$ cat src/rtl/regfile_pkg.sv
`default_nettype none
// ----------------------------------------------------------------------------
// regfile_pkg : shared constants and address-width helper for regfile_sb
// Rev 1.0
// ----------------------------------------------------------------------------
package regfile_pkg;

  localparam int MAX_PEND_DEF = 3;
  localparam int PCW          = 3;

  // Smallest w with 2**w >= depth
  function automatic int calc_aw(input int depth);
    int w;
    w = 0;
    for (int i = 0; i < 31; i++) begin
      if ((1 << i) < depth) w = i + 1;
    end
    return w;
  endfunction

endpackage
`default_nettype wire

$ cat src/rtl/regfile_sb_if.sv
`default_nettype none
// ----------------------------------------------------------------------------
// regfile_sb_if : read/issue/write bus of the scoreboarded register file
// Rev 1.0
// ----------------------------------------------------------------------------
interface regfile_sb_if
  import regfile_pkg::*;
#(
  parameter int WIDTH = 32,
  parameter int DEPTH = 32
);

  localparam int AW = calc_aw(DEPTH);

  logic [AW-1:0]    readreg1;
  logic [AW-1:0]    readreg2;
  logic [WIDTH-1:0] readdata1;
  logic [WIDTH-1:0] readdata2;
  logic             readbusy1;
  logic             readbusy2;
  logic             issue_valid;
  logic [AW-1:0]    issue_reg;
  logic             issue_ready;
  logic             writeenable;
  logic [AW-1:0]    writereg;
  logic [WIDTH-1:0] writedata;
  logic             err_underflow;

  modport master (
    output readreg1, readreg2, issue_valid, issue_reg,
           writeenable, writereg, writedata,
    input  readdata1, readdata2, readbusy1, readbusy2,
           issue_ready, err_underflow
  );

  modport slave (
    input  readreg1, readreg2, issue_valid, issue_reg,
           writeenable, writereg, writedata,
    output readdata1, readdata2, readbusy1, readbusy2,
           issue_ready, err_underflow
  );

endinterface
`default_nettype wire

$ cat src/rtl/regfile_pend_ctr.sv
`default_nettype none
// ----------------------------------------------------------------------------
// regfile_pend_ctr : saturating up/down pending-write counter for one register
// Rev 1.0
// ----------------------------------------------------------------------------
module regfile_pend_ctr
  import regfile_pkg::*;
#(
  parameter int CW = PCW
) (
  input  logic          clk,
  input  logic          rst_n,
  input  logic          inc,
  input  logic          dec,
  input  logic [CW-1:0] max,
  output logic [CW-1:0] cnt,
  output logic          at_max,
  output logic          underflow
);

  logic [CW-1:0] r_cnt;

  assign cnt       = r_cnt;
  assign at_max    = (r_cnt == max);
  assign underflow = dec && (r_cnt == '0);

  // Simultaneous inc and dec cancel; dec at zero and inc at max both hold.
  always_ff @(posedge clk or negedge rst_n) begin
    if (!rst_n) begin
      r_cnt <= '0;
    end else if (inc && !dec && !at_max) begin
      r_cnt <= r_cnt + CW'(1);
    end else if (dec && !inc && (r_cnt != '0)) begin
      r_cnt <= r_cnt - CW'(1);
    end
  end

endmodule
`default_nettype wire

$ cat src/rtl/regfile_sb.sv
`default_nettype none
// ----------------------------------------------------------------------------
// regfile_sb : 2R1W register file with write bypass and pending-write scoreboard
// Rev 1.0
// ----------------------------------------------------------------------------
module regfile_sb
  import regfile_pkg::*;
#(
  parameter int WIDTH    = 32,
  parameter int DEPTH    = 32,
  parameter int MAX_PEND = MAX_PEND_DEF,
  parameter int ZERO_REG = 1
) (
  input  logic         clk,
  input  logic         rst_n,
  regfile_sb_if.slave  bus
);

  localparam int            AW         = calc_aw(DEPTH);
  localparam logic [PCW-1:0] C_MAX_PEND = PCW'(MAX_PEND);

  logic [WIDTH-1:0] r_mem [DEPTH];
  logic             r_err;
  logic [PCW-1:0]   w_cnt [DEPTH];
  logic [DEPTH-1:0] w_inc;
  logic [DEPTH-1:0] w_dec;
  logic [DEPTH-1:0] w_at_max;
  logic [DEPTH-1:0] w_uflow;
  logic [DEPTH-1:0] w_busy;
  logic             w_wr_ok;
  logic             w_iss_ok;

  function automatic logic masked(input logic [AW-1:0] a);
    return (ZERO_REG != 0) && (a == '0);
  endfunction

  assign w_wr_ok = bus.writeenable && !masked(bus.writereg);

  // A write to the same register frees the slot the issue is about to take.
  assign bus.issue_ready = masked(bus.issue_reg) || !w_at_max[bus.issue_reg] ||
                           (bus.writeenable && (bus.writereg == bus.issue_reg));
  assign w_iss_ok = bus.issue_valid && bus.issue_ready && !masked(bus.issue_reg);

  generate
    for (genvar i = 0; i < DEPTH; i++) begin : g_reg
      assign w_inc[i] = w_iss_ok && (bus.issue_reg == AW'(i));
      assign w_dec[i] = w_wr_ok  && (bus.writereg  == AW'(i));

      regfile_pend_ctr #(.CW(PCW)) u_ctr (
        .clk       (clk),
        .rst_n     (rst_n),
        .inc       (w_inc[i]),
        .dec       (w_dec[i]),
        .max       (C_MAX_PEND),
        .cnt       (w_cnt[i]),
        .at_max    (w_at_max[i]),
        .underflow (w_uflow[i])
      );

      // Busy reflects the count after this cycle's issue/write are applied.
      assign w_busy[i] = (w_inc[i] && !w_dec[i]) ||
                         (w_cnt[i] > PCW'(1)) ||
                         ((w_cnt[i] == PCW'(1)) && !(w_dec[i] && !w_inc[i]));
    end
  endgenerate

  always_ff @(posedge clk or negedge rst_n) begin
    if (!rst_n) begin
      for (int i = 0; i < DEPTH; i++) r_mem[i] <= '0;
    end else if (w_wr_ok) begin
      r_mem[bus.writereg] <= bus.writedata;
    end
  end

  always_ff @(posedge clk or negedge rst_n) begin
    if (!rst_n) begin
      r_err <= 1'b0;
    end else if (|w_uflow) begin
      r_err <= 1'b1;
    end
  end

  assign bus.readdata1 = masked(bus.readreg1) ? '0 :
                         (w_wr_ok && (bus.writereg == bus.readreg1)) ? bus.writedata :
                         r_mem[bus.readreg1];
  assign bus.readdata2 = masked(bus.readreg2) ? '0 :
                         (w_wr_ok && (bus.writereg == bus.readreg2)) ? bus.writedata :
                         r_mem[bus.readreg2];

  assign bus.readbusy1     = w_busy[bus.readreg1];
  assign bus.readbusy2     = w_busy[bus.readreg2];
  assign bus.err_underflow = r_err;

endmodule
`default_nettype wire

$ cat src/flat_wrapper.sv
// flat-port wrapper written by rule: the top's interface ports become plain ports
module regfile_sb_flat import regfile_pkg::*;
#(
  parameter int WIDTH    = 32,
  parameter int DEPTH    = 32,
  parameter int MAX_PEND = MAX_PEND_DEF,
  parameter int ZERO_REG = 1
)
  (clk, rst_n, bus_readreg1, bus_readreg2, bus_issue_valid, bus_issue_reg, bus_writeenable, bus_writereg, bus_writedata, bus_readdata1, bus_readdata2, bus_readbusy1, bus_readbusy2, bus_issue_ready, bus_err_underflow);
  regfile_sb_if #(.WIDTH(WIDTH), .DEPTH(DEPTH)) bus_i ();
  input  logic clk;
  input  logic rst_n;
  input wire logic [$bits(bus_i.readreg1)-1:0] bus_readreg1;
  input wire logic [$bits(bus_i.readreg2)-1:0] bus_readreg2;
  input wire logic [$bits(bus_i.issue_valid)-1:0] bus_issue_valid;
  input wire logic [$bits(bus_i.issue_reg)-1:0] bus_issue_reg;
  input wire logic [$bits(bus_i.writeenable)-1:0] bus_writeenable;
  input wire logic [$bits(bus_i.writereg)-1:0] bus_writereg;
  input wire logic [$bits(bus_i.writedata)-1:0] bus_writedata;
  output wire logic [$bits(bus_i.readdata1)-1:0] bus_readdata1;
  output wire logic [$bits(bus_i.readdata2)-1:0] bus_readdata2;
  output wire logic [$bits(bus_i.readbusy1)-1:0] bus_readbusy1;
  output wire logic [$bits(bus_i.readbusy2)-1:0] bus_readbusy2;
  output wire logic [$bits(bus_i.issue_ready)-1:0] bus_issue_ready;
  output wire logic [$bits(bus_i.err_underflow)-1:0] bus_err_underflow;
  assign bus_i.readreg1 = bus_readreg1;
  assign bus_i.readreg2 = bus_readreg2;
  assign bus_i.issue_valid = bus_issue_valid;
  assign bus_i.issue_reg = bus_issue_reg;
  assign bus_i.writeenable = bus_writeenable;
  assign bus_i.writereg = bus_writereg;
  assign bus_i.writedata = bus_writedata;
  assign bus_readdata1 = bus_i.readdata1;
  assign bus_readdata2 = bus_i.readdata2;
  assign bus_readbusy1 = bus_i.readbusy1;
  assign bus_readbusy2 = bus_i.readbusy2;
  assign bus_issue_ready = bus_i.issue_ready;
  assign bus_err_underflow = bus_i.err_underflow;
  regfile_sb #(.WIDTH(WIDTH), .DEPTH(DEPTH), .MAX_PEND(MAX_PEND), .ZERO_REG(ZERO_REG)) u_core (.clk(clk), .rst_n(rst_n), .bus(bus_i));
endmodule
$ cat config.mk
export PLATFORM = sky130hd
export DESIGN_NAME = regfile_sb_flat
export DESIGN_NICKNAME = d
export VERILOG_FILES = /design/src/rtl/regfile_pkg.sv /design/src/rtl/regfile_sb_if.sv /design/src/rtl/regfile_pend_ctr.sv /design/src/rtl/regfile_sb.sv /design/src/flat_wrapper.sv
export SDC_FILE = /design/constraint.sdc
export NUM_CORES = 2
export LEC_CHECK = 0
export ABC_AREA = 0
export CAP_MARGIN = 20
export CORE_MARGIN = 1
export CORE_UTILIZATION = 49
export CTS_BUF_LIST = sky130_fd_sc_hd__clkbuf_2
export DETAILED_ROUTE_END_ITERATION = 10
export PLACE_DENSITY = 0.61
export SLEW_MARGIN = 20
export SYNTH_ARGS = -nofsm -noshare
export SYNTH_HDL_FRONTEND = slang
export SYNTH_SLANG_ARGS = --single-unit
$ cat constraint.sdc
create_clock -name clk -period 10.7 [get_ports clk]
set_input_delay 1.605 -clock clk [delete_from_list [all_inputs] [get_ports clk]]
set_output_delay 1.605 -clock clk [all_outputs]
set_load 0.005 [all_outputs]
==> flow_summary_export.csv <==
group,metric,value,unit
synth,synth_edf_count,0,
detailed_routing,firstDrtPassIters,6,
detailed_routing,detail_route.wl_per_cell,27.8,um
timing,skew,134,ps
detailed_routing,drc,0,
layout,finalNonFillerCells,7920,
hold_path,min_from,"u_core.r_mem[1005]",
clock_tree,cts_buffer_depth,4,
synth,synthArstFlopShare,100,%
layout,finalNetCount,6164,
synth,ys.flop_type,"dfrtp_1",
synth,yosys-top-cells-count,"nand2_1 (1841), dfrtp_1 (1121), mux4_2 (605)",
timing,max_slew_margin,20.8,%
synth,synth_top_area_share,43.1,%
detailed_routing,vias,50400,
worst_setup_path,end_kind,"output pin",
synth,ys_ff_latch,1121,
worst_setup_path,crit_buf_inv,2,
die,std_cell_rows,133,
global_route,grt_overflow,0,
timing,rsz0062_at_grt,"false",
placement,gp_congestion,0.943,
power_and_ir_drop,power.density,178,nW/um^2
worst_setup_path,path_class,"in -> out",
detailed_routing,routed.top_layer,"met4",
timing,setup_violations,0,
placement,dp_hpwl,123,mm
synth,synth_nets,6115,
die,core,132000,um^2
timing,setup_tns,0,ps
global_route,grt_pass1_vias,50000,
layout,utilization,53.6,%
worst_setup_path,ff2ff_setup_slack,7190,ps
layout,area_growth,8.49,%
synth,syn_area,65000,um^2
layout,num-fill-cells,11500,
die,die_w,366,um
worst_setup_path,max_stage_delay,880,ps
power_and_ir_drop,leakagePower,32.5,nW
clock_tree,cts_buffers,323,
clock_tree,root_buffer,"clkbuf_2",
synth,synth_warnings,0,
global_route,grt_use_total,33.2,%
worst_setup_path,required,9100,ps
clock_tree,cts_tree,"done",
worst_setup_path,cp_slowest_cell,"clkdlybuf4s50_1",
timing,min_period,7850,ps
synth,netlist_instances,5901,
synth,synth_cell_types,71,
detailed_routing,finalWirelength,220,mm
worst_setup_path,crit_fanout,21,
detailed_routing,ant_nets,0,
clock_tree,worstSkewPairLatency,1640,ps
timing,finalCritPeriodShare,73.4,%
run_status,status,"finished clean",
detailed_routing,dr_wl_met3,21.7,mm
job,maxCapViolCount,0,
timing,final-hold-violation-count,0,
die,start_util,49.4,%
detailed_routing,wl_met2,98.5,mm
power_and_ir_drop,p_total,12.6,mW
detailed_routing,wl_met1,90.1,mm
detailed_routing,first_iter_violations,6170,
placement,io_buffers,123,
die,pin_count,124,
timing,drv_slew,0,
layout,design_area,70500,um^2
synth,synth.most_common_cell,"nand2_1",
clock_tree,clk_pin_slew,80,ps
global_route,antenna_found_initial,3,
die,die_area,134000,um^2
worst_setup_path,r2r-start,"u_core.g_reg[10].u_ctr.cnt[1]",
detailed_routing,via_per_inst,6.36,
worst_setup_path,cp.arrival,6250,ps
timing,worst_slew_pin_slew,1190,ps
placement,placed_area,67800,um^2
timing,fmax,0.127,GHz
global_route,grt_pass1_wl,330,mm
synth,synth.area.top_cells,"dfrtp_1 (43%), mux4_2 (21%), nand2_1 (11%)",
layout,drive_gt1_share,28.3,%
clock_tree,htree_levels,5,
worst_setup_path,startpoint,"bus_issue_reg[1]",
worst_setup_path,crit_path_start_kind,"primary input",
clock_tree,cts.sinks,1121,
placement,placed_cells,7378,
synth,ys_seq_area_share,43.1,%
power_and_ir_drop,ir_worst_vdd,0.0811,mV
die,die_height,366,um
synth,synth_area_leader_cell,"dfrtp_1",
worst_setup_path,crit_family,"simple AND/OR/NAND/NOR gates",
global_route,grt_max_degree,168,
clock_tree,post_cts_buffers,0,
worst_setup_path,cp_cell_sequence,"clkdlybuf4s50_1 > or4_4 > or3_1 > o31a_1 > nand2_1 > nor3b_1 > o2bb2ai_1 > o2bb2ai_1 > o211a_1 > a32oi_1 > clkdlybuf4s50_1",
synth,syn_avg_cell_area,11.0,um^2
hold_path,hold_class,"reg -> reg",
cell families (layout without fill, tap and decap cells):
group / after synthesis / in the layout / synth area share (%)
XOR/XNOR: 50 / 50 / 0.674
other: 0 / 8 / 0
adder cells (fa/ha/maj): 159 / 159 / 3.06
buffers and inverters: 642 / 898 / 3.77
flip-flops: 1121 / 1121 / 43.1
multiplexers: 1138 / 1138 / 30.0
AND/OR/NAND/NOR: 2286 / 2286 / 14.0
AO/OA/AOI/OAI: 505 / 505 / 5.27
cell usage in the layout, fill, tap and decap left out, types with 57 or more instances in the layout:
master / instances
mux4_2: 605
clkdlybuf4s50_1: 112
buf_4: 125
nor2_1: 161
clkbuf_2: 455
a21oi_1: 123
a211oi_1: 138
mux2_2: 455
nor3_1: 66
nand2_1: 1824
dfrtp_1: 1121
mux2i_1: 76
ha_1: 158
clkinv_1: 57
inv_1: 108
layer usage:
metal  track usage, %  vias up
li1                 -    21100
met1             47.2    25800
met2             49.1     2806
met3             7.17      615
met4             15.0        0
met5                0        -
power breakdown:
| group | internal (mW) | switching (mW) | total (mW) | leakage, nW |
|---|---|---|---|---|
| clock | 1.22 | 1.90 | 3.12 | 2.10 |
| sequential | 5.10 | 0.750 | 5.85 | 14.4 |
| combinational | 1.88 | 1.73 | 3.61 | 15.9 |
flip-flops by register name (all words and copies together) (netlist names):
signal / flops
u_core.g.u_ctr.cnt: 96
u_core.r_mem: 1024
u_core.bus.err_underflow: 1
timing repair:
item	4_1_cts	5_1_grt
hold endpoints to repair	75	0
hold buffers	1	0
gates resized for setup	0	0
worst paths after layout:
| check | end | cells past startpoint |
|---|---|---|
| setup / recovery | bus_readbusy1 | 11 |
| hold / removal | u_core.r_mem[1005] | 0 |
| setup reg to reg | u_core.g_reg[4].u_ctr.cnt[1] | 10 |
| hold reg to reg | u_core.r_mem[1005] | 0 |
| max in group asynchronous | u_core.r_mem[176] | 4 |
| min in group asynchronous | u_core.g_reg[2].u_ctr.cnt[1] | 2 |
metrics by stage:
stage	hold slack, ps	setup slack, ps
after floorplan	441	5070
after global placement	377	3060
after detailed placement	382	3000
after CTS	404	2990
after global routing	414	2690
final	405	2850
worst register-to-register path: stages (launching register included):
cell and delay [ps]:
dfrtp_1 470, ha_1 210, ha_1 240, mux2i_1 90, mux4_2 500, nand4b_1 180, and3_1 650, nor2_1 270
and3_1 340, mux2_2 290, a21oi_1 140
final cells by class:
type	count	area, um^2	share of cell area [%]
Antenna cell	8	20.0	0.0284
Clock buffer	455	2280	3.23
Clock inverter	77	412	0.584
Inverter	112	430	0.610
Multi-Input combinational cell	4138	34800	49.3
Sequential cell	1121	28100	39.8
Tap cell	1755	2200	3.11
Timing Repair Buffer	254	2350	3.34
Power figures use the tool's default switching activity.
